<file path="src/rtl/mem_wb_skid_stage.sv">
// Elastic MEM->WB pipeline stage: 2-entry main/skid register with valid/ready on both sides.
// Define MEM_WB_PERF_EN to add saturating stall_cycles/bubble_cycles counters.
module mem_wb_skid_stage #(
  parameter int unsigned DATA_WIDTH       = 32,
  parameter int unsigned REG_ADDR_WIDTH   = 5,
  parameter int unsigned RESULT_SRC_WIDTH = 2,
  parameter int unsigned CNT_WIDTH        = 32
) (
  input  logic                        clk,
  input  logic                        rst_n,
  input  logic                        flush,
  input  logic                        in_valid,
  output logic                        in_ready,
  input  logic [DATA_WIDTH-1:0]       in_pc_plus4,
  input  logic [DATA_WIDTH-1:0]       in_alu_result,
  input  logic [DATA_WIDTH-1:0]       in_read_data,
  input  logic                        in_reg_write,
  input  logic [RESULT_SRC_WIDTH-1:0] in_result_src,
  input  logic [REG_ADDR_WIDTH-1:0]   in_rd,
  output logic                        out_valid,
  input  logic                        out_ready,
  output logic [DATA_WIDTH-1:0]       out_pc_plus4,
  output logic [DATA_WIDTH-1:0]       out_alu_result,
  output logic [DATA_WIDTH-1:0]       out_read_data,
  output logic                        out_reg_write,
  output logic [RESULT_SRC_WIDTH-1:0] out_result_src,
  output logic [REG_ADDR_WIDTH-1:0]   out_rd,
  output logic [1:0]                  occupancy
`ifdef MEM_WB_PERF_EN
  ,
  output logic [CNT_WIDTH-1:0]        stall_cycles,
  output logic [CNT_WIDTH-1:0]        bubble_cycles
`endif
);

  localparam int unsigned PW = 3 * DATA_WIDTH + 1 + RESULT_SRC_WIDTH + REG_ADDR_WIDTH;

  typedef enum logic [1:0] {
    EMPTY = 2'd0,
    ONE   = 2'd1,
    FULL  = 2'd2
  } state_t;

  state_t          state;
  logic [PW-1:0]   main_q;
  logic [PW-1:0]   skid_q;
  logic [PW-1:0]   in_pl;
  logic            main_reg_write;
  logic            accept;
  logic            drain;

  assign in_pl = {in_pc_plus4, in_alu_result, in_read_data, in_reg_write, in_result_src, in_rd};

  assign in_ready  = (state != FULL);
  assign out_valid = (state != EMPTY);
  assign accept    = in_valid & in_ready;
  assign drain     = out_valid & out_ready;

  always_comb begin
    occupancy = 2'd0;
    case (state)
      ONE:     occupancy = 2'd1;
      FULL:    occupancy = 2'd2;
      default: occupancy = 2'd0;
    endcase
  end

  assign {out_pc_plus4, out_alu_result, out_read_data, main_reg_write, out_result_src, out_rd} = main_q;
  // A stale main entry must never trigger a register-file write.
  assign out_reg_write = main_reg_write & out_valid;

  always_ff @(posedge clk) begin
    if (!rst_n) begin
      state  <= EMPTY;
      main_q <= '0;
      skid_q <= '0;
    end else if (flush) begin
      state <= EMPTY;
    end else begin
      case (state)
        EMPTY: begin
          if (accept) begin
            main_q <= in_pl;
            state  <= ONE;
          end
        end
        ONE: begin
          if (accept && drain) begin
            main_q <= in_pl;
          end else if (accept) begin
            skid_q <= in_pl;
            state  <= FULL;
          end else if (drain) begin
            state <= EMPTY;
          end
        end
        FULL: begin
          if (drain) begin
            main_q <= skid_q;
            state  <= ONE;
          end
        end
        default: state <= EMPTY;
      endcase
    end
  end

`ifdef MEM_WB_PERF_EN
  // Counters follow the registered out_valid, so flush cycles count by pre-flush state.
  always_ff @(posedge clk) begin
    if (!rst_n) begin
      stall_cycles  <= '0;
      bubble_cycles <= '0;
    end else begin
      if (out_valid && !out_ready && (stall_cycles != '1))
        stall_cycles <= stall_cycles + 1'b1;
      if (!out_valid && (bubble_cycles != '1))
        bubble_cycles <= bubble_cycles + 1'b1;
    end
  end
`endif

endmodule
</file>
<file path="config.mk">
export PLATFORM = sky130hd
export DESIGN_NAME = mem_wb_skid_stage
export DESIGN_NICKNAME = d
export VERILOG_FILES = /design/src/rtl/mem_wb_skid_stage.sv
export SDC_FILE = /design/constraint.sdc
export NUM_CORES = 1
export LEC_CHECK = 0
export ABC_AREA = 1
export CAP_MARGIN = 20
export CELL_PAD_IN_SITES_DETAIL_PLACEMENT = 0
export CELL_PAD_IN_SITES_GLOBAL_PLACEMENT = 1
export CORE_ASPECT_RATIO = 0.6
export CORE_UTILIZATION = 30
export DETAILED_ROUTE_END_ITERATION = 8
export PLACE_DENSITY = 0.67
export REMOVE_ABC_BUFFERS = 1
export SYNTH_ARGS = -nofsm -noshare
export SYNTH_HDL_FRONTEND = slang
export SYNTH_SLANG_ARGS = --single-unit
</file>
<file path="constraint.sdc">
create_clock -name clk -period 2.5 [get_ports clk]
set_clock_uncertainty 0.15 [all_clocks]
set_input_delay 0.375 -clock clk [delete_from_list [all_inputs] [get_ports clk]]
set_output_delay 0.375 -clock clk [all_outputs]
set_load 0.02 [all_outputs]
</file>
==> results of run 1 <==
==> flip-flops by register name (all words and copies together) (netlist names) <==
| register | cells |
|---|---|
| main_q | 104 |
| skid_q | 104 |
| state | 2 |
==> how the worst max path moves through the flow <==
stage              start      endpoint  slack [ns]  depth (start not counted)
6_report        state[0]      in_ready         0.1                          3
5_1_grt         state[0]      in_ready       0.009                          3
4_1_cts         state[0]  occupancy[1]        0.04                          4
3_5_place_dp   out_ready    skid_q[19]        0.22                          8
3_3_place_gp   out_ready    main_q[16]        0.26                          7
2_1_floorplan   state[0]     main_q[0]       -4.95                          8
==> layout by cell type, fill, tap and decap left out <==
cell,synthesis,final
dfxtp_1,210,209
inv_2,2,1
clkbuf_16,0,25
o211ai_1,1,1
nand2_4,0,2
nand3_4,0,1
nor2_4,0,3
nor2_2,3,1
o21ai_0,45,45
buf_4,125,17
clkdlybuf4s50_1,0,214
clkbuf_1,41,9
buf_12,0,12
clkbuf_8,0,7
nand2_1,423,422
nor2_1,318,317
diode_2,0,1
inv_1,110,110
a21oi_1,106,106
inv_4,0,1
nand3_1,107,107
dlymetal6s2s_1,0,1
a211oi_1,1,1
dfxtp_2,0,1
buf_6,0,1
clkinv_2,0,3
o21ai_1,60,60
==> metal layers <==
| metal | track usage (%) | up-vias | routed length, um |
|---|---|---|---|
| met5 | 0 | - | 43 |
| met1 | 24.1 | 4325 | 15300 |
| met2 | 27.0 | 174 | 13300 |
| li1 | - | 4970 | - |
| met4 | 2.82 | 6 | 468 |
| met3 | 4.56 | 39 | 1690 |
==> worst max-delay path, stage by stage (launching register included) <==
cell             delay [ns]
dfxtp_1                0.42
inv_2                  0.09
nand2_4                0.16
clkdlybuf4s50_1        0.68
==> through the flow <==
stage | power (mW) | util, % | hold slack, ns | TNS, ns
after detailed placement | 5.10 | 36.0 | 0.318 | 0
after CTS | 8.66 | 38.3 | 0.0153 | 0
after global placement | 5.09 | 36.0 | 0.309 | 0
after global routing | 8.95 | 38.3 | 0.0421 | 0
final | 8.50 | 38.3 | 0.0402 | 0
after floorplan | 4.40 | - | 0.302 | -854.78
==> kinds of logic (layout without fill, tap and decap cells) <==
| kind of cell | count (synthesis) | count (layout) | synth area share (%) |
|---|---|---|---|
| buffers and inverters | 327 | 401 | 16.8 |
| AO/OA/AOI/OAI | 213 | 213 | 10.3 |
| AND/OR/NAND/NOR | 853 | 853 | 32.3 |
| other | 0 | 1 | 0 |
| flip-flops | 210 | 210 | 40.5 |
==> repair_timing <==
item,4_1_cts,5_1_grt
gates cloned,0,0
gates resized for setup,1,1
buffers inserted,0,0
setup endpoints to repair,1,1
==> power by group through the flow <==
stage	Combinational [mW]	Clock, mW	Sequential (mW)
after floorplan	0.549	0	3.85
final	1.39	3.49	3.62
after global placement	1.40	0	3.69
after global routing	1.54	3.76	3.64
after detailed placement	1.40	0	3.70
after CTS	1.40	3.63	3.62
==> area by class of cell <==
type / instances / area [um2]
tap: 459 / 574
clock inverter: 3 / 15.0
multi-input combinational: 1066 / 4460
clock buffer: 41 / 756
antenna: 1 / 2.50
inverter: 112 / 423
fill: 3702 / 20900
timing repair buffer: 245 / 2530
sequential: 210 / 4210
==> impl_metrics.tcl, run 1 <==
set metrics [dict create \
    status "finished clean" \
    clk_latency_ns 0.52 \
    worstRegToRegCells 10 \
    die_h_um 146 \
    port_buffers 216 \
    ys.flop_type "dfxtp_1" \
    start_util_pct 30.7 \
    syn_area_per_cell_um2 6.47 \
    stdcell_area_mm2 0.0130 \
    hold_buffers 0 \
    io_pins 217 \
    tightest_slew_ns 0.653 \
    finalCritPeriodShare_pct 96.2 \
    ir_worst_vdd_uv 389 \
    cts_tree "yes" \
    synth_cell_type_count 18 \
    grt_max_degree 71 \
    combPwrFrac_pct 16.3 \
    powerDensity_mw_per_mm2 655 \
    clockBufferDepth 3 \
    stdcell_count 2137 \
    dp.cells 2092 \
    clock_sinks 210 \
    synth_edf_count 0 \
    relSlewSlack_pct 56.5 \
    cts.clk_slew.worst_paths_ns 0.06 \
    core-area_mm2 0.0338 \
    syn_area_mm2 0.0104 \
    pwr-share-seq_pct 42.6 \
    overflow 0 \
    fin_nets 1769 \
    antenna_left 0 \
    yosys_warnings 0 \
    root_buffer "clkbuf_16" \
    yosys_register_bits 210 \
    route.vias.total 9514 \
    r2r-start "state[0]" \
    ys_seq_area_share_pct 40.5 \
    drc 0 \
    netlist_top_cells_count "nand2_1, nor2_1, dfxtp_1" \
    grt_pass1_vias 8939 \
    dieWidth_um 242 \
    async_flop_share_pct 0 \
    grt_pass1_wl_mm 49.7 \
    hold_viol_final 0 \
    gp_routability_congestion 0.736 \
    routed_via_density 4.45 \
    antenna_found_initial 4 \
    holdCritStartpoint "rst_n" \
    area_delta_synth_final_pct 25.1 \
    dp_hpwl_mm 19.4 \
    switching_share_pct 26.9 \
    p_leak_nw 5.81 \
    synth.area.top_cells "dfxtp_1, nand2_1, nor2_1, buf_4, nand3_1" \
    critical_path_arrival_ns 1.88 \
    setup_viol 0 \
    min_period_ns 2.40 \
    p_int_mw 6.22 \
    startpoint_type "flop" \
    synth_top_area_share_pct 40.5 \
    synth.largest_area_cell "dfxtp_1" \
    crit_required_ns 1.98 \
    power.share.clock_pct 41.1 \
    hold_class "primary input to flop" \
    hold_path_end "main_q[94]" \
    htree_levels 1 \
    grt_util_all_layers_pct 17.3 \
    holdPathStages 3 \
    row_count 52 \
    max_freq_mhz 416 \
    place_area_mm2 0.0122 \
    drt-total-wl_mm 30.8 \
    wl_per_cell_um 14.4 \
    reg2reg_to "main_q[68]" \
    die_area_mm2 0.0353 \
    drive_gt1_share_pct 4.47 \
    crit_type "flop to primary output" \
    cts_buffers 25 \
    first_iter_violations 486 \
    slew_viol_final 0 \
    yosys.cell_count.top_type "nand2_1" \
    cp_max_fo 8 \
    place_ws_ns 0.217 \
    endpoint_kind "primary output" \
    p_sw_mw 2.28 \
    grt_setup_unrepaired "false" \
    rrSetupSlack_ns 0.37 \
    setup_slack_ns 0.0953 \
    dr.pass1.iters 4 \
    maxCapViolCount 0 \
    synthCells 1603 \
]
Note: power is estimated with default switching activity, not from simulation.
==> run 2, diff against run 1 <==
- HOLD_SLACK_MARGIN: not set -> 0.02
==> impl_metrics.tcl, run 2 (synthesis gave the netlist of run 1 again) <==
set metrics [dict create \
    place_area_mm2 0.0122 \
    gp_routability_congestion 0.736 \
    tightest_slew_ns 0.666 \
    grt_use_met3_pct 4.56 \
    min_period_ns 2.40 \
    grt_pass1_vias 8945 \
    n_fill_cell 3701 \
    drc 0 \
    grt_max_degree 71 \
    max_freq_mhz 416 \
    die_area_mm2 0.0353 \
    mostFrequentLayoutCells "nand2_1, nor2_1, clkdlybuf4s50_1, dfxtp_1, inv_1" \
    top_regs "main_q: 104 flops, skid_q: 104 flops, state: 2 flops" \
    antenna_found_initial 4 \
    cts_buffers 25 \
    port_buffers 216 \
    die_h_um 146 \
    cts.clk_slew.worst_paths_ns 0.06 \
    switching_share_pct 26.9 \
    drive_gt1_share_pct 4.47 \
    relSlewSlack_pct 55.6 \
    routed_via_density 4.45 \
    critical_path_arrival_ns 1.88 \
    pwr-share-seq_pct 42.6 \
    grtUsageMet2_pct 27.0 \
    power.share.clock_pct 41.1 \
    fin_nets 1770 \
    clockBufferDepth 3 \
    dp_hpwl_mm 19.4 \
    stdcell_area_mm2 0.0130 \
    grt_util_all_layers_pct 17.3 \
    powerDensity_mw_per_mm2 655 \
    seq_area_mm2 0.00421 \
    hold_class "flop to flop" \
    overflow 0 \
    p_int_mw 6.22 \
    antenna_left 0 \
    setup_viol 0 \
    finalCritPeriodShare_pct 96.2 \
    first_iter_violations 499 \
    status "finished clean" \
    ir_worst_vdd_uv 389 \
    wl_per_cell_um 14.4 \
    fin_hold_ws_ns 0.326 \
    crit_required_ns 1.98 \
    root_buffer "clkbuf_16" \
    grt_pass1_wl_mm 49.7 \
    grt_use_met1_pct 24.1 \
    area_delta_synth_final_pct 25.2 \
    dieWidth_um 242 \
    crit_type "flop to primary output" \
    drt-total-wl_mm 30.7 \
    p_leak_nw 5.81 \
    multi_input_area_mm2 0.00446 \
    row_count 52 \
    core-area_mm2 0.0338 \
    slew_viol_final 0 \
    startpoint_type "flop" \
    final_common_cell "nand2_1" \
    clk_latency_ns 0.52 \
    start_util_pct 30.7 \
    maxCapViolCount 0 \
    cts_tree "yes" \
    io_pins 217 \
    hold_viol_final 0 \
    cp_max_fo 8 \
    busiest_layer "met2" \
    route.vias.total 9520 \
    clock_sinks 210 \
    p_sw_mw 2.29 \
    postCtsSetupBuffers 0 \
    htree_levels 1 \
    grt_setup_unrepaired "false" \
    dr.pass1.iters 5 \
    combPwrFrac_pct 16.3 \
    endpoint_kind "primary output" \
]
-- run 2: layout make-up --
class                      instances  area share [%]
clock inverter                     3           0.116
inverter                         112            3.26
antenna                            1          0.0193
multi-input combinational       1066            34.4
tap                              459            4.42
sequential                       210            32.4
timing repair buffer             246            19.6
clock buffer                      41            5.82
-- run 2: timing repair --
item,in CTS,in global routing
gates resized for setup,1,1
hold buffers,1,0
endpoints found under the hold margin,4,0
setup endpoints to repair,1,1
-- run 2: final timing paths --
| kind | startpoint | slack, ns | endpoint | depth (start not counted) |
|---|---|---|---|---|
| worst min register to register | skid_q[99] | 0.33 | skid_q[99] | 2 |
| worst max-delay path | state[0] | 0.1 | in_ready | 3 |
| worst min-delay path | skid_q[99] | 0.33 | skid_q[99] | 2 |
| worst max register to register | state[0] | 0.37 | main_q[68] | 10 |
-- run 2: routing by layer --
layer,wire (um),vias up,part of all wire [%]
met2,13300,192,43
met5,43,-,0.14
li1,-,4972,-
met4,468,6,1.5
met1,15100,4311,49
met3,1790,39,5.8
-- run 2: metrics by stage --
stage | cells | utilization [%] | worst slack (ns) | setup TNS (ns) | total power, mW
after floorplan | 1388 | - | -4.95 | -854.78 | 4.40
after global placement | 2092 | 36.0 | 0.262 | 0 | 5.09
after detailed placement | 2092 | 36.0 | 0.217 | 0 | 5.10
after CTS | 2137 | 38.4 | 0.0374 | 0 | 8.66
after global routing | 2137 | 38.4 | 0.00889 | 0 | 8.95
final | 2138 | 38.4 | 0.0952 | 0 | 8.50
-- run 2: critical path, stage by stage (launching register included) --
cell and delay [ns]:
dfxtp_1 0.42, inv_2 0.09, nand2_4 0.16, clkdlybuf4s50_1 0.68
-- run 2: power by group through the flow --
stage	sequential, mW	combinational (mW)	clock [mW]
after floorplan	3.85	0.549	0
after global placement	3.69	1.40	0
after detailed placement	3.70	1.40	0
after CTS	3.62	1.41	3.63
after global routing	3.64	1.54	3.76
final	3.62	1.39	3.49
==> run 3, diff against run 2 <==
- CTS_CLUSTER_DIAMETER: not set -> 30
==> impl_metrics.tcl, run 3 (synthesis gave the netlist of run 1 again) <==
set metrics [dict create \
    root_buffer "clkbuf_16" \
    status "finished clean" \
    crit_required_ns 1.98 \
    n_fill_cell 3649 \
    dr.pass1.iters 4 \
    overflow 0 \
    max_freq_mhz 431 \
    core-area_mm2 0.0338 \
    slowest_delay_ns 0.54 \
    hold_viol_final 0 \
    critical_path_arrival_ns 1.79 \
    routed_via_density 4.43 \
    powerDensity_mw_per_mm2 820 \
    clk_latency_ns 0.54 \
    fin_nets 1794 \
    dp_hpwl_mm 19.4 \
    setup_slack_ns 0.182 \
    clock_sinks 210 \
    grt_pass1_vias 9272 \
    slew_viol_final 0 \
    crit_type "flop to primary output" \
    finalCritPeriodShare_pct 92.7 \
    tightest_slew_ns 0.659 \
    cts.clk_slew.worst_paths_ns 0.05 \
    mostFrequentLayoutCells "nand2_1, nor2_1, clkdlybuf4s50_1, dfxtp_1, inv_1" \
    endpoint_kind "primary output" \
    drc 0 \
    route.vias.total 9671 \
    setup_viol 0 \
    first_iter_violations 469 \
    die_area_mm2 0.0353 \
    gp_routability_congestion 0.736 \
    multi_input_area_mm2 0.00446 \
    grt_pass1_wl_mm 50.5 \
    startpoint_type "flop" \
    cp_max_fo 5 \
    port_buffers 216 \
    r2r-start "state[0]" \
    place_ws_ns 0.217 \
    postCtsSetupBuffers 0 \
    cts_buffers 49 \
    top_regs "main_q: 104 flops, skid_q: 104 flops, state: 2 flops" \
    cts_tree "yes" \
    p_leak_nw 6.23 \
    grt_max_degree 71 \
    die_h_um 146 \
    area_delta_synth_final_pct 33.6 \
    fin_total_pwr_mw 11.4 \
    dieWidth_um 242 \
    cp-startpoint "state[0]" \
    drive_gt1_share_pct 6.80 \
    htree_levels 2 \
    row_count 52 \
    holdCritStartpoint "in_pc_plus4[16]" \
    grt_setup_unrepaired "false" \
    grt_util_all_layers_pct 17.6 \
    maxCapViolCount 0 \
    io_pins 217 \
    drt-total-wl_mm 31.3 \
    crit_path_top_delay_cell "clkdlybuf4s50_1" \
    seq_area_mm2 0.00421 \
    relSlewSlack_pct 56.1 \
    hold_class "primary input to flop" \
    final_common_cell "nand2_1" \
    antenna_left 0 \
    start_util_pct 30.7 \
    antenna_found_initial 4 \
    clockBufferDepth 3 \
    ir_worst_vdd_uv 413 \
    wl_per_cell_um 14.3 \
    min_period_ns 2.32 \
    path_cells "nor2_1 > inv_1 > clkdlybuf4s50_1" \
]
==> run 3: cell count changes in the layout (fill, tap and decap cells not counted), moves of 3 or more <==
cell        change
clkbuf_8        +5
clkbuf_16      +24
bufinv_16       +5
clkinvlp_4      +4
clkinv_2        +3
==> run 3: final timing paths <==
path,to,slack [ns],cells past startpoint
setup / recovery,out_valid,0.18,3
hold / removal,skid_q[88],0.31,3
setup reg to reg,main_q[71],0.38,10
hold reg to reg,skid_q[99],0.33,2
==> run 3: routing by layer <==
metal	part of all wire [%]	track usage, %
met3	6.5	5.51
met5	0.12	0
met1	49	23.7
met2	43	27.2
met4	1.8	4.62
==> run 3: layout make-up <==
type	count	area share [%]
multi-input combinational	1066	32.2
sequential	210	30.3
timing repair buffer	246	18.4
clock buffer	71	10.3
tap	459	4.14
inverter	112	3.05
clock inverter	16	1.58
antenna	1	0.0181
==> run 3: what timing repair did <==
action / 4_1_cts / 5_1_grt
resized for setup: 1 / 2
hold buffers: 1 / 0
setup endpoints to repair: 1 / 2
endpoints found under the hold margin: 14 / 0
==> run 3: stage by stage <==
step                      TNS, ns  cells  utilization, %  hold WS [ns]  area, um2
after floorplan           -854.78   1388               -         0.302       9050
after global placement          0   2092            36.0         0.309      12200
after detailed placement        0   2092            36.0         0.318      12200
after CTS                       0   2180            40.9         0.279      13900
after global routing            0   2180            41.0         0.307      13900
final                           0   2181            41.0         0.313      13900
==> run 3: critical path, delay by kind of cell, from the launching register on <==
family                 cells  cell delay, ns
DFF                        1            0.35
buffers and inverters      2            0.61
and+or+nand+nor            1            0.29
==> run 3: report_power, final <==
| part | leakage, nW | internal (mW) | total (mW) | switching [mW] |
|---|---|---|---|---|
| combinational | 3.71 | 0.643 | 1.39 | 0.745 |
| clock | 0.801 | 4.41 | 6.34 | 1.93 |
| sequential | 1.72 | 3.54 | 3.64 | 0.0940 |
